## config.mk

```make
export PLATFORM = sky130hd
export DESIGN_NAME = tow_pixel_renderer
export DESIGN_NICKNAME = d
export VERILOG_FILES = /design/src/rtl/tow_pkg.sv /design/src/rtl/tow_frame_fsm.sv /design/src/rtl/tow_pixel_renderer.sv
export SDC_FILE = /design/constraint.sdc
export NUM_CORES = 1
export LEC_CHECK = 0
export ABC_AREA = 1
export BUFFER_PORTS_ARGS = -buffer_cell sky130_fd_sc_hd__buf_2
export CAP_MARGIN = 20
export CORE_UTILIZATION = 59
export CTS_CLUSTER_DIAMETER = 60
export DETAILED_ROUTE_END_ITERATION = 6
export PLACE_DENSITY = 0.85
export SLEW_MARGIN = 20
export SYNTH_ARGS = -nofsm -noshare
export SYNTH_HDL_FRONTEND = slang
export SYNTH_SLANG_ARGS = --single-unit
export TNS_END_PERCENT = 1
```

## constraint.sdc

```tcl
create_clock -name clk -period 5.8 [get_ports clk]
set_input_delay 0.87 -clock clk [delete_from_list [all_inputs] [get_ports clk]]
set_output_delay 0.87 -clock clk [all_outputs]
set_load 0.03 [all_outputs]
```

## src/rtl/tow_pkg.sv

```systemverilog
// Shared constants and types for the tug-of-war pixel renderer:
// RGB332 palette, screen geometry, row bounds and the flash/hold state enum.
package tow_pkg;

  localparam logic [7:0] RGB_BLACK  = 8'h00;
  localparam logic [7:0] RGB_WHITE  = 8'hFF;
  localparam logic [7:0] RGB_CENTRE = 8'hE0;
  localparam logic [7:0] RGB_ROPE   = 8'hB4;
  localparam logic [7:0] RGB_LEFT   = 8'h03;
  localparam logic [7:0] RGB_RIGHT  = 8'h1C;

  localparam logic [9:0] SCR_X_LAST = 10'd639;
  localparam logic [9:0] SCR_Y_LAST = 10'd479;
  localparam logic [9:0] CENTRE_X   = 10'd320;

  localparam logic [9:0] MARKER_Y0 = 10'd224;
  localparam logic [9:0] MARKER_Y1 = 10'd255;
  localparam logic [9:0] ROPE_Y0   = 10'd236;
  localparam logic [9:0] ROPE_Y1   = 10'd243;

  localparam logic [1:0] WIN_NONE  = 2'b00;
  localparam logic [1:0] WIN_LEFT  = 2'b01;
  localparam logic [1:0] WIN_RIGHT = 2'b10;

  typedef enum logic [1:0] {
    PLAY  = 2'd0,
    FLASH = 2'd1,
    HOLD  = 2'd2
  } tow_state_e;

  function automatic logic [7:0] winner_rgb(input logic [1:0] w);
    case (w)
      WIN_LEFT:  return RGB_LEFT;
      WIN_RIGHT: return RGB_RIGHT;
      default:   return RGB_BLACK;
    endcase
  endfunction

endpackage

```

## src/rtl/tow_frame_fsm.sv

```systemverilog
// Frame-edge detection, once-per-frame game-state latch and the winner
// flash/hold state machine.
module tow_frame_fsm
  import tow_pkg::*;
#(
  parameter int POS_W        = 5,
  parameter int BLINK_FRAMES = 15,
  parameter int FLASH_CYCLES = 4
) (
  input  logic                    clk,
  input  logic                    rst,
  input  logic                    vsync_p1,
  input  logic                    vsync_p2,
  input  logic signed [POS_W-1:0] rope_pos,
  input  logic [1:0]              winner,
  output logic                    frame_tick,
  output logic signed [POS_W-1:0] pos_l,
  output logic [1:0]              win_l,
  output logic                    bg_winner_on
);

  localparam int BW = $clog2(BLINK_FRAMES + 1);
  localparam int PW = $clog2(2 * FLASH_CYCLES + 1);
  localparam logic [BW-1:0] BLINK_LAST = BW'(BLINK_FRAMES - 1);
  localparam logic [PW-1:0] PHASE_LAST = PW'(2 * FLASH_CYCLES - 1);

  tow_state_e    state_q, state_n;
  logic [BW-1:0] blink_q, blink_n;
  logic [PW-1:0] phase_q, phase_n;
  logic [1:0]    win_in;

  assign win_in = (winner == 2'b11) ? WIN_NONE : winner;

  always_comb begin
    state_n = state_q;
    blink_n = blink_q;
    phase_n = phase_q;
    case (state_q)
      PLAY: begin
        if (win_in != WIN_NONE) begin
          state_n = FLASH;
          blink_n = '0;
          phase_n = '0;
        end
      end
      FLASH: begin
        if (win_in == WIN_NONE) begin
          state_n = PLAY;
          blink_n = '0;
          phase_n = '0;
        end else if (blink_q == BLINK_LAST) begin
          blink_n = '0;
          if (phase_q == PHASE_LAST) begin
            state_n = HOLD;
            phase_n = '0;
          end else begin
            phase_n = phase_q + PW'(1);
          end
        end else begin
          blink_n = blink_q + BW'(1);
        end
      end
      HOLD: begin
        if (win_in == WIN_NONE) state_n = PLAY;
      end
      default: state_n = PLAY;
    endcase
  end

  // Latch and FSM advance together so the whole next frame sees one state
  always_ff @(posedge clk) begin
    if (rst) begin
      frame_tick <= 1'b0;
      pos_l      <= '0;
      win_l      <= WIN_NONE;
      state_q    <= PLAY;
      blink_q    <= '0;
      phase_q    <= '0;
    end else begin
      frame_tick <= vsync_p2 & ~vsync_p1;
      if (frame_tick) begin
        pos_l   <= rope_pos;
        // once a side has won, only a clear may replace it
        if (state_q == PLAY || win_in == WIN_NONE) win_l <= win_in;
        state_q <= state_n;
        blink_q <= blink_n;
        phase_q <= phase_n;
      end
    end
  end

  assign bg_winner_on = (state_q == HOLD) || (state_q == FLASH && phase_q[0]);

endmodule

```

## src/rtl/tow_pixel_renderer.sv

```systemverilog
// Tug-of-war pixel renderer: region compare plus 2-stage RGB332 pipeline.
// Optional macro TOW_BORDER_EN adds a 1-px white screen border at top priority.
module tow_pixel_renderer
  import tow_pkg::*;
#(
  parameter int POS_W        = 5,
  parameter int STEP_PX      = 8,
  parameter int GOAL_POS     = 6,
  parameter int BLINK_FRAMES = 15,
  parameter int FLASH_CYCLES = 4
) (
  input  logic                    clk,
  input  logic                    rst,
  input  logic [9:0]              hpos,
  input  logic [9:0]              vpos,
  input  logic                    pixel_on,
  input  logic                    hSync,
  input  logic                    vSync,
  input  logic signed [POS_W-1:0] rope_pos,
  input  logic [1:0]              winner,
  output logic [7:0]              rgb,
  output logic                    hSync_out,
  output logic                    vSync_out,
  output logic                    frame_tick
);

  localparam logic signed [10:0] CENTRE_S = 11'sd320;
  localparam logic signed [10:0] STEP_S   = 11'(STEP_PX);
  localparam int                 GOAL_OFF = GOAL_POS * STEP_PX;
  localparam logic [9:0]         GOAL_L_X = 10'(320 - GOAL_OFF);
  localparam logic [9:0]         GOAL_R_X = 10'(320 + GOAL_OFF);

  logic signed [POS_W-1:0] pos_l;
  logic [1:0]              win_l;
  logic                    bg_on;

  logic signed [10:0] pos_ext, mx;
  logic signed [11:0] dx;
  logic marker_hit, centre_hit, rope_hit, goal_l_hit, goal_r_hit;

  logic on_p1, hs_p1, vs_p1;
  logic marker_p1, centre_p1, rope_p1, goal_l_p1, goal_r_p1;
  logic [7:0] colour;
  logic [7:0] rgb_p2;
  logic hs_p2, vs_p2;

  tow_frame_fsm #(
    .POS_W        (POS_W),
    .BLINK_FRAMES (BLINK_FRAMES),
    .FLASH_CYCLES (FLASH_CYCLES)
  ) u_fsm (
    .clk          (clk),
    .rst          (rst),
    .vsync_p1     (vs_p1),
    .vsync_p2     (vs_p2),
    .rope_pos     (rope_pos),
    .winner       (winner),
    .frame_tick   (frame_tick),
    .pos_l        (pos_l),
    .win_l        (win_l),
    .bg_winner_on (bg_on)
  );

  // Marker distance kept in 12 bits so off-screen mx never aliases onto the screen
  assign pos_ext = {{(11 - POS_W){pos_l[POS_W-1]}}, pos_l};
  assign mx      = CENTRE_S + pos_ext * STEP_S;
  assign dx      = $signed({2'b00, hpos}) - $signed({mx[10], mx});

  assign marker_hit = (dx > -12'sd8) && (dx < 12'sd8) &&
                      (vpos >= MARKER_Y0) && (vpos <= MARKER_Y1);
  assign centre_hit = (hpos == CENTRE_X - 10'd1) || (hpos == CENTRE_X);
  assign rope_hit   = (vpos >= ROPE_Y0) && (vpos <= ROPE_Y1);
  assign goal_l_hit = (hpos == GOAL_L_X) || (hpos == GOAL_L_X + 10'd1);
  assign goal_r_hit = (hpos == GOAL_R_X) || (hpos == GOAL_R_X + 10'd1);

`ifdef TOW_BORDER_EN
  logic border_hit, border_p1;
  assign border_hit = (hpos == 10'd0) || (hpos == SCR_X_LAST) ||
                      (vpos == 10'd0) || (vpos == SCR_Y_LAST);
  always_ff @(posedge clk) begin
    if (rst) border_p1 <= 1'b0;
    else     border_p1 <= border_hit;
  end
`endif

  // Stage 1: register sync, visibility and region hits
  always_ff @(posedge clk) begin
    if (rst) begin
      on_p1     <= 1'b0;
      hs_p1     <= 1'b1;
      vs_p1     <= 1'b1;
      marker_p1 <= 1'b0;
      centre_p1 <= 1'b0;
      rope_p1   <= 1'b0;
      goal_l_p1 <= 1'b0;
      goal_r_p1 <= 1'b0;
    end else begin
      on_p1     <= pixel_on;
      hs_p1     <= hSync;
      vs_p1     <= vSync;
      marker_p1 <= marker_hit;
      centre_p1 <= centre_hit;
      rope_p1   <= rope_hit;
      goal_l_p1 <= goal_l_hit;
      goal_r_p1 <= goal_r_hit;
    end
  end

  always_comb begin
    colour = bg_on ? winner_rgb(win_l) : RGB_BLACK;
    if (goal_r_p1) colour = RGB_RIGHT;
    if (goal_l_p1) colour = RGB_LEFT;
    if (rope_p1)   colour = RGB_ROPE;
    if (centre_p1) colour = RGB_CENTRE;
    if (marker_p1) colour = RGB_WHITE;
`ifdef TOW_BORDER_EN
    if (border_p1) colour = RGB_WHITE;
`endif
    if (!on_p1)    colour = RGB_BLACK;
  end

  // Stage 2: register colour and aligned syncs
  always_ff @(posedge clk) begin
    if (rst) begin
      rgb_p2 <= RGB_BLACK;
      hs_p2  <= 1'b1;
      vs_p2  <= 1'b1;
    end else begin
      rgb_p2 <= colour;
      hs_p2  <= hs_p1;
      vs_p2  <= vs_p1;
    end
  end

  assign rgb       = rgb_p2;
  assign hSync_out = hs_p2;
  assign vSync_out = vs_p2;

endmodule
```

==> impl_summary.txt <==
----------------------------------------------------
[Worst setup path]
  Reg-to-reg slack, setup ... 3.73 ns
  Critical R2R Launch ... u_fsm.pos_l[1]$_SDFFE_PP0P_
  Kind of launch point of the worst setup path ... input pin
  Endpoint of the most critical register-to-register path ... marker_p1$_SDFF_PP0_
  Critical path arrival ... 2.63 ns
  Worst-path maximum fanout ... 5
  Category of the most critical setup path ... input pin to flop
  Critical Path End Type ... flop
  Reg2Reg Depth ... 13
  Required time worst endpoint ... 6.04 ns

[GRT]
  Remaining global-route overflow ... 0
  Number of global-route vias before repair ... 1,615
  Pin count of the biggest net entering global routing ... 13
  Antenna violations before repair ... 0
  Global-route wire length before repair ... 6.320 mm
  GRT Util Overall ... 22.52%

[Pwr]
  Worst IR drop on VDD ... 0.0001863 V
  Post-route total power ... 0.5217 mW
  P per Cell Area ... 216.8 mW/mm^2
  Pleak ... 1.205 nW

[Timing]
  FMAX ... 417.8 MHz
  Slew at the pin closest to its max-slew limit ... 0.4133 ns
  Hold slack ... 0.4263 ns
  Worst clock skew ... 0.005234 ns
  Final min period ... 2.394 ns
  Max-slew headroom at the worst pin ... 72.15%
  Worst setup slack after layout ... 3.407 ns
  Final number of setup-violating endpoints ... 0
  Hold violation total from the final report ... 0
  Post-route setup TNS ... 0 ns
  Max-slew violation count ... 0
  RSZ-0062 raised after global routing ... false
  Period Utilization, post-route ... 41.27%

[Detailed routing]
  First drt pass iteration count ... 4
  DRT iter0 DRCs ... 93
  Total Routed Length ... 4.038 mm
  Via density per instance ... 5.031
  Post-DR wirelength/cell ... 10.54 um
  Vias ... 1,927
  ANT nets after route ... 0
  Drc violations ... 0

[Clock network]
  Clock latency reported for the late side of the worst-skew pair ... 0.33 ns
  Max Buffers Root-to-Sink ... 2
  CTS tree ... built
  # H-tree levels ... 2
  Number of buffers created by CTS ... 5
  CTS resizes ... 0
  Number of buffers added to fix hold violations after cts ... 0
  Total clock sinks ... 33
  Post-CTS setup buffer count ... 0
  CTS Root Buffer Type ... clkbuf_4
  Clock slew at the register clock pins of the worst setup and hold paths ... 0.10 ns

[Synth]
  Largest cells by area after synthesis ... dfxtp_1, ha_1, inv_1, nand2_1, a21oi_1
  Cell area after technology mapping ... 0.002105 sq mm
  Nets in the synthesized netlist ... 347
  Portion of the post-synthesis area used by sequential elements ... 31.39%
  Async SR Flop Fraction ... 0%
  Number of flops mapped to enable cells by yosys ... 0
  Post-synth cell types ... 37
  Cell count after synthesis ... 293
  Mean area per synthesized cell ... 7.183 sq um
  Post-synthesis register bit count ... 33
  Largest area contributor in the synthesized netlist ... dfxtp_1
  Synth warn ... 0
  Most repeated cell in the gate-level netlist after synthesis ... inv_1
  Commonest cells post-synth ... inv_1, nand2_1, dfxtp_1
  Portion of synthesized cell area occupied by the leading cell type ... 31.39%
  Top FF cell, synth ... dfxtp_1

[Worst hold path]
  Hold crit path type ... flop to flop
  Launch instance of the worst min-delay path ... hs_p1$_SDFF_PP1_
  Endpoint, Worst Hold ... hSync_out$_SDFF_PP1_
  Worst hold path depth ... 1

[Finish]
  Final net count ... 390
  Final instance count without filler cells ... 383
  Final instance area ... 0.002406 sq mm
  Synthesis-to-finish area growth ... 14.33%
  Fill cells ... 298
  FF+latch area ... 660.6 sq um
  Multi-input combinational cell area ... 0.001196 sq mm
  Core Util, Final ... 70.99%
  Number of inserted diodes ... 0
  Share of post-route cells with drive strength above 1 ... 21.36%

[Place]
  Final weighted congestion in routability-driven placement ... 0.9278
  Post-detailed-placement cell area ... 0.002336 sq mm
  Placed instance count ... 375
  Sum of net half-perimeters after detailed placement ... 3.332 mm
  IO buf count ... 40
  Post-place setup slack ... 3.055 ns

[Floorplan]
  Horizontal die dimension ... 61.73 um
  Top-Level Pins ... 43
  Area of the placeable core ... 0.003390 sq mm
  Full die area ... 0.003810 sq mm
  Die extent in y ... 61.73 um
  Initial core utilization ... 62.09%
  Row Count ... 21

[Job]
  Max-capacitance violation count ... 0

[Run status]
  Status ... complete, no violations

----------------------------------------------------
-- flip-flops by register name, summed over array words and instances, names as in the netlist, 2 cells and up --
signal	count
rgb	5
u_fsm.phase_q	4
u_fsm.state_q	2
u_fsm.pos_l	5
u_fsm.blink_q	4
u_fsm.win_l	2
-- power breakdown --
group          total [mW]  internal (mW)  switching (mW)
Clock               0.147         0.0702          0.0764
Sequential          0.236          0.232         0.00348
Combinational       0.139         0.0535          0.0858
-- worst max-delay path by stage --
stage / cells past startpoint / startpoint / slack, ns / endpoint
finish: 13 / hpos[4] / 3.41 / marker_p1$_SDFF_PP0_
global route: 15 / hpos[3] / 3.23 / marker_p1$_SDFF_PP0_
CTS: 15 / hpos[7] / 3.40 / marker_p1$_SDFF_PP0_
detailed placement: 15 / hpos[7] / 3.05 / marker_p1$_SDFF_PP0_
global placement: 15 / hpos[7] / 3.08 / marker_p1$_SDFF_PP0_
floorplan: 14 / hpos[6] / 3.33 / marker_p1$_SDFF_PP0_
-- metal layers --
| metal | GRT usage (%) | up-vias | share of wire, % |
|---|---|---|---|
| li1 | - | 1037 | - |
| met1 | 29.26 | 841 | 50 |
| met2 | 37.17 | 43 | 45 |
| met3 | 6.004 | 6 | 4.6 |
| met4 | 5.714 | 0 | 1.1 |
| met5 | 0 | - | 0 |
-- placed cells by master, fill, tap and decap left out, types with 6 or more instances in the layout --
master   instances
nor2_1          23
dfxtp_1         33
nand4_1          6
inv_1           53
ha_1            21
buf_2           40
o21ai_0         12
o21ai_1          8
nand2_1         49
nand2_2          6
nand3_1         15
a21oi_1         20
-- critical path, stage by stage --
cell	delay, ns
buf_2	0.12
ha_1	0.30
ha_1	0.36
a21oi_1	0.23
nand2_2	0.10
nand2_1	0.09
nand2_1	0.07
a21oi_1	0.20
nor2_1	0.06
nand3b_1	0.09
nand2_1	0.05
inv_1	0.04
nor2_1	0.03
-- logic make-up (layout without fill, tap and decap cells) --
logic type / Yosys count / in the layout / share of synthesized area [%]
adders and majority gates: 22 / 22 / 13.44
AOI/OAI and AO/OA: 50 / 50 / 14.03
xor gates and xnor gates: 3 / 3 / 1.606
and+or+nand+nor: 122 / 122 / 27.77
buffers and inverters: 63 / 107 / 11.77
DFF: 33 / 33 / 31.39
-- area by class of cell --
class / instances / share of cell area (%)
Multi-Input combinational cell: 197 / 49.71
Timing Repair Buffer: 40 / 8.320
Inverter: 59 / 9.204
Clock inverter: 1 / 0.2080
Clock buffer: 7 / 2.704
Tap cell: 46 / 2.392
Sequential cell: 33 / 27.46
No activity file was read; power rests on OpenSTA's default activity.
